**config.mk**
```make
export PLATFORM = sky130hd
export DESIGN_NAME = clk_div_prog
export DESIGN_NICKNAME = d
export VERILOG_FILES = /design/src/rtl/clk_div_pkg.sv /design/src/rtl/clk_div_cfg_shadow.sv /design/src/rtl/clk_div_prog.sv
export SDC_FILE = /design/constraint.sdc
export NUM_CORES = 1
export LEC_CHECK = 0
export ABC_AREA = 0
export BUFFER_PORTS_ARGS = -buffer_cell sky130_fd_sc_hd__buf_4
export CORE_ASPECT_RATIO = 0.8
export CORE_MARGIN = 2
export CORE_UTILIZATION = 40
export CTS_CLUSTER_SIZE = 28
export DETAILED_ROUTE_END_ITERATION = 8
export GPL_TIMING_DRIVEN = 0
export PLACE_DENSITY_LB_ADDON = 0.12
export SYNTH_ARGS = -nofsm -noshare
export SYNTH_HDL_FRONTEND = slang
export SYNTH_SLANG_ARGS = --single-unit
```
**constraint.sdc**
```tcl
create_clock -name clk -period 7.3 [get_ports clk]
set_clock_uncertainty 0.1 [all_clocks]
set_input_delay 0.73 -clock clk [delete_from_list [all_inputs] [get_ports clk]]
set_output_delay 0.73 -clock clk [all_outputs]
set_load 0.01 [all_outputs]
```
**src/rtl/clk_div_pkg.sv**
```systemverilog
// clk_div_pkg: shared constants, FSM states and config legality check for clk_div_prog
package clk_div_pkg;
    localparam int unsigned DIV1000  = 1000;
    localparam int unsigned HALF1000 = 500;
    typedef enum logic [0:0] {IDLE = 1'b0, RUN = 1'b1} state_t;
    function automatic logic cfg_legal(input logic [31:0] div, input logic [31:0] high);
        return div >= 32'd2 && high >= 32'd1 && high < div;
    endfunction
endpackage

```
**src/rtl/clk_div_cfg_shadow.sv**
```systemverilog
// clk_div_cfg_shadow: config handshake, legality check, shadow registers and pending flag
module clk_div_cfg_shadow
    import clk_div_pkg::*;
#(
    parameter int unsigned WIDTH = 16
) (
    input  logic             clk,
    input  logic             reset,
    input  logic             cfg_valid,
    input  logic [WIDTH-1:0] cfg_div,
    input  logic [WIDTH-1:0] cfg_high,
    input  logic             apply,
    output logic             cfg_ready,
    output logic             cfg_err,
    output logic             pending,
    output logic [WIDTH-1:0] shadow_div,
    output logic [WIDTH-1:0] shadow_high
);
    logic accept;
    logic legal;
    assign cfg_ready = ~pending;
    assign accept    = cfg_valid & cfg_ready;
    assign legal     = cfg_legal(32'(cfg_div), 32'(cfg_high));
    // accept needs pending=0 and apply needs pending=1, so they never coincide
    always_ff @(posedge clk or posedge reset) begin
        if (reset) begin
            pending     <= 1'b0;
            cfg_err     <= 1'b0;
            shadow_div  <= '0;
            shadow_high <= '0;
        end else begin
            cfg_err <= accept & ~legal;
            if (accept & legal) begin
                pending     <= 1'b1;
                shadow_div  <= cfg_div;
                shadow_high <= cfg_high;
            end else if (apply) begin
                pending <= 1'b0;
            end
        end
    end
endmodule

```
**src/rtl/clk_div_prog.sv**
```systemverilog
// clk_div_prog: runtime-programmable clock divider with period-start tick
// and glitch-free reconfiguration at period boundaries.
module clk_div_prog
    import clk_div_pkg::*;
#(
    parameter int unsigned WIDTH        = 16,
    parameter int unsigned DEFAULT_DIV  = DIV1000,
    parameter int unsigned DEFAULT_HIGH = HALF1000
) (
    input  logic             clk,
    input  logic             reset,
    input  logic             en,
    input  logic             cfg_valid,
    input  logic [WIDTH-1:0] cfg_div,
    input  logic [WIDTH-1:0] cfg_high,
    output logic             cfg_ready,
    output logic             cfg_err,
    output logic             clk_out,
    output logic             tick,
    output logic             running,
    output logic [WIDTH-1:0] active_div
);
    generate
        if (DEFAULT_DIV < 2 || 64'(DEFAULT_DIV) >= (64'd1 << WIDTH) ||
            DEFAULT_HIGH < 1 || DEFAULT_HIGH >= DEFAULT_DIV) begin : g_bad_defaults
            $fatal(1, "clk_div_prog: illegal DEFAULT_DIV/DEFAULT_HIGH");
        end
    endgenerate

    state_t           state;
    logic [WIDTH-1:0] cnt;
    logic [WIDTH-1:0] active_high;
    logic [WIDTH-1:0] shadow_div;
    logic [WIDTH-1:0] shadow_high;
    logic [WIDTH:0]   cnt_inc;
    logic             pending;
    logic             last;
    logic             start;

    assign running = state == RUN;
    assign cnt_inc = (WIDTH+1)'(cnt) + (WIDTH+1)'(1);
    assign last    = running & (cnt == active_div - WIDTH'(1));
    assign start   = en & (~running | last);

    clk_div_cfg_shadow #(.WIDTH(WIDTH)) u_shadow (
        .clk        (clk),
        .reset      (reset),
        .cfg_valid  (cfg_valid),
        .cfg_div    (cfg_div),
        .cfg_high   (cfg_high),
        .apply      (start & pending),
        .cfg_ready  (cfg_ready),
        .cfg_err    (cfg_err),
        .pending    (pending),
        .shadow_div (shadow_div),
        .shadow_high(shadow_high)
    );

    always_ff @(posedge clk or posedge reset) begin
        if (reset) begin
            state       <= IDLE;
            cnt         <= '0;
            clk_out     <= 1'b0;
            tick        <= 1'b0;
            active_div  <= WIDTH'(DEFAULT_DIV);
            active_high <= WIDTH'(DEFAULT_HIGH);
        end else if (start) begin
            state   <= RUN;
            cnt     <= '0;
            clk_out <= 1'b1;
            tick    <= 1'b1;
            if (pending) begin
                active_div  <= shadow_div;
                active_high <= shadow_high;
            end
        end else if (running & ~last) begin
            cnt     <= cnt_inc[WIDTH-1:0];
            clk_out <= cnt_inc < {1'b0, active_high};
            tick    <= 1'b0;
        end else begin
            // idle, or period end with en low: the period is never truncated
            state   <= IDLE;
            cnt     <= '0;
            clk_out <= 1'b0;
            tick    <= 1'b0;
        end
    end
endmodule
```
; After elaboration in Yosys (flattened, before gate mapping)
; Cells that the tools add are included.
[totals]
regBits = 85
inputBits = 36
output_inout_bits = 21
word_cells = 43
[op_classes]
addsub = 2
order_cmp = 4
n_eq_ne = 2
muxes = 9
bitwise = 12
reduce_logical = 4
[op_table]
columns = cell, n
row1 = $mux W16, 2
row2 = $add A16 B1 Y17 const B, 1
row3 = $lt A17 B16 Y1, 1
row4 = $eq A16 B16 Y1, 1
row5 = $ge A16 B1 Y1 const B, 1
row6 = $ge A16 B2 Y1 const B, 1
row7 = $lt A16 B16 Y1, 1
row8 = $sub A16 B1 Y16 const B, 1
row9 = $and A1 B1 Y1, 7
row10 = $mux W1, 7
row11 = $not A1 Y1, 4
row12 = $logic_and A1 B1 Y1, 2
row13 = $ne A2 B2 Y1 const B, 1
row14 = $reduce_and A2 Y1, 1
row15 = $reduce_bool A2 Y1, 1
row16 = $or A1 B1 Y1, 1

; Longest topological paths before layout
[depth]
depth_word = 8
mapped_depth = 13
mapped_depth_nobuf = 13

; Hierarchy
; A second synthesis with hierarchy kept.
[hier_totals]
hier_cells = 415
area_unflattened_um2 = 4997.3
[modules_own_cells]
columns = module, n_inst, cells_each, area_each_um2, seq_area_each_um2
row1 = clk_div_prog, 1, 280, 3164.3, 1291.2
row2 = clk_div_cfg_shadow, 1, 135, 1833.0, 850.8

; Worst setup path before layout
; OpenSTA, ideal clock, no wires.
[synth_timing]
kind = register to register
start = register active_div[0]
end = register active_div[0]
setup_ps = 127
t_arrival_ps = 2852
t_required_ps = 7073
setup_slack_ps = 4220
stages_incl_launch_ff = 11
n_path_buf = 1
period_less_slack_ps = 3080
path_cell_list = dfrtp_1 > inv_1 > ha_1 > or4b_4 > o41ai_2 > a21oi_1 > nor4_1 > nand4_2 > a21oi_4 > buf_6 > mux2_1
[synth_via]
elab_chain_len = 6
[synth_lines]
columns = item, line_no
row1 = from (decl), clk_div_prog.sv:21  ; output logic [WIDTH-1:0] active_div
row2 = from (signal assigned), clk_div_prog.sv:65  ; active_div <= WIDTH'(DEFAULT_DIV);
row3 = from (signal assigned), clk_div_prog.sv:73  ; active_div <= shadow_div;
row4 = $sub A16 B1 Y16, clk_div_prog.sv:42  ; assign last = running & (cnt == active_div - WIDTH'(1));
row5 = $eq A16 B16 Y1, clk_div_prog.sv:42
row6 = $and A1 B1 Y1, clk_div_prog.sv:42
row7 = $or A1 B1 Y1, clk_div_prog.sv:43  ; assign start = en & (~running | last);
row8 = $and A1 B1 Y1, clk_div_prog.sv:43
row9 = $reduce_and A2 Y1 (no line), n/a
; Every way passes these cells.
; A chain may end at the register's enable or synchronous reset.

; Worst setup path in the final report
[layout_timing]
start = register active_div[0]
end = register active_div[4]
; The elaborated chain is that of the path after synthesis.

==> run metrics <==
status completed; Reg area about 2100 um^2; Routed Antenna Nets 0; row count 35; crit-path max FO 10; post-layout util 0.489; Syn Area/Cell approximately 12 um^2; Final #Nets 543; CP startpoint kind register; RSZ-0062 raised after global routing false; met2 wire length between 4000 and 5000 um; number of synthesized flops with an enable pin 0; sequential fraction of the synthesis area 0.457; Post-Route WL roughly 11,000 um; post-CTS setup buffers 0; share of cells above drive strength 1 0.271; post-DR wirelength/cell about 18 um; vias in the first global route approximately 3,300; CTS resizes 0; 1st-iter DRT viols about 120; number of library cell types mapped by synthesis 52; maximum vdd drop roughly 0.15 mV; Top Metal Used met4; Synth Flop Type dfrtp_1; clk root buf clkbuf_16; via count around 3,300; dominant cell by count in the synthesized netlist dfrtp_1; FMAX 281 MHz; CP arrival approximately 3.7 ns; Netlist Area Pre-Place around 4700 um^2; CTS HTree Levels 3; largest net degree at the start of global routing 52; Die Span X 125 um; GPL Wtd Cong roughly 0.84; Final Max Tran Viols 0; met3 wire length ~520 um; Finished Cell Area 5610 um^2; DRC errors left 0; detailed placement HPWL roughly 9000 um; area grow syn2layout 19.7%; top cells by area, synth dfrtp_1 (39%), ha_1 (8.5%), mux2_1 (7.7%), mux2_2 (7.7%), dfstp_2 (6.7%); clk slew on worst S/H paths 0.07 ns; gr usage total 0.186; Worst EP required between 7 and 8 ns; Max Root-Sink Buffers 2; syn_nets about 480; Setup CP Type register to register; GRT overflow 0; area leader, netlist dfrtp_1; setup TNS 0 ns; Synth top cells by count dfrtp_1 (73), inv_1 (39), ha_1 (32), mux2_1 (32), mux2_2 (32); Initial Utilization 0.409; CORE AREA approximately 11,000 um^2; area of the multi-input gates ~2300 um^2; Vias/cell 5.31; P_leak ~2.7 nW; synthesis-stage register bit count 85; initial antenna violation count 0; top cell type's share of synthesized area 0.389; I/O Buffers 56; Tightest Pin Transition slightly below 0.7 ns; final worst path period share 0.488; # setup viols final 0; die area roughly 13,000 um^2; Cells after Synth 407; Crit. End Element register; Power per Cell Area 215 nW/um^2; minimum clock period about 3.6 ns; Fillers 1,061; Post-DP Area 5330 um^2; Num CTS Buffers 9; first-pass GRT wire length around 18,000 um; Sink Count 85; M1 WL about 5600 um; Synth Warn # 0; die height 101 um; origin of the worst setup path active_div[0]; I/O Pins 57; final hold vios 0; CTS tree yes; maxcap violations 0; hold_buf cts 0; detailed-router iteration count before antenna repair 4; Worst Hold Class input port to asynchronous set/reset pin; Worst R2R Start active_div[0]; Async SR Flop Fraction 1.00; clk_lat worst skew between 0.3 and 0.4 ns; normalized max-slew margin 0.549
-- registers in the layout, indices dropped and copies added (netlist names) --
| name | cells |
|---|---|
| tick | 1 |
| cnt | 16 |
| u_shadow.shadow_high | 16 |
| u_shadow.cfg_err | 1 |
| running | 1 |
| u_shadow.shadow_div | 16 |
| clk_out | 1 |
| active_div | 16 |
| active_high | 16 |
| u_shadow.pending | 1 |
-- final timing paths --
check / endpoint / slack (ns) / depth (start not counted)
worst min register to register: active_high[13] / 0.39 / 1
worst min-delay path: u_shadow.cfg_err / 0.31 / 2
max in group asynchronous: active_div[3] / 6.14 / 3
worst max register to register: active_div[4] / 3.74 / 10
worst max-delay path: active_div[4] / 3.74 / 10
min in group clk: active_high[13] / 0.39 / 1
-- power breakdown --
group	switching (W)	internal (W)	total, W	leakage, nW
sequential	0.0000627	0.000562	0.000625	1.06
clock	0.000190	0.000241	0.000432	0.132
combinational	0.0000565	0.0000921	0.000149	1.51
total	0.000309	0.000896	0.00120	2.69
-- placed cells by master (no fill, tap or decap), types with 14 or more instances in the layout --
| cell type | netlist | routed |
|---|---|---|
| and3_1 | 18 | 18 |
| buf_4 | 0 | 56 |
| dfrtp_1 | 73 | 73 |
| ha_1 | 32 | 32 |
| inv_1 | 39 | 38 |
| mux2_1 | 32 | 32 |
| mux2_2 | 32 | 32 |
| nand3_1 | 15 | 15 |
| xnor2_1 | 20 | 20 |
| xor2_1 | 14 | 14 |
-- metrics by stage --
| step | setup WS [ns] | hold WS (ns) | power (W) | cells |
|---|---|---|---|---|
| 6_report | 3.74 | 0.312 | 0.00120 | 629 |
| 5_1_grt | 3.50 | 0.344 | 0.00126 | 628 |
| 4_1_cts | 3.71 | 0.334 | 0.00121 | 628 |
| 3_5_place_dp | 3.72 | 0.374 | 0.000781 | 612 |
| 3_3_place_gp | 3.22 | 0.368 | 0.000769 | 611 |
| 2_1_floorplan | 4.22 | 0.358 | 0.000705 | 407 |
-- cells by family (layout without fill, tap and decap cells) --
family,after synthesis,after routing,share of synthesized area
buffers and inverters,48,121,0.0432
and+or+nand+nor,99,99,0.129
muxes,64,64,0.154
DFF,85,85,0.457
xor gates and xnor gates,34,34,0.0635
other,0,1,0
AOI/OAI and AO/OA,45,45,0.0691
adders and majority gates,32,32,0.0853
-- per-layer routing --
metal  track usage  vias up
met2         0.289       70
met3        0.0403        7
met5             0        -
met1         0.268     1657
met4        0.0410        0
li1              -     1605
-- layout make-up --
class                      count  area share
antenna                        1    0.000446
inverter                      39      0.0265
timing repair buffer          57      0.0798
multi-input combinational    274       0.418
sequential                    85       0.382
tap                          148      0.0330
clock inverter                 6     0.00802
buffer                         9      0.0100
clock buffer                  10      0.0426
-- critical path, stage by stage, from the launching register on --
cell     delay, ns
dfrtp_1       0.44
inv_1         0.09
ha_1          0.26
or4b_4        0.54
o41ai_2       0.27
a21oi_1       0.14
nor4_1        0.34
nand4_2       0.33
a21oi_4       0.38
buf_6         0.20
mux2_1        0.33
Power figures use the tool's default switching activity.
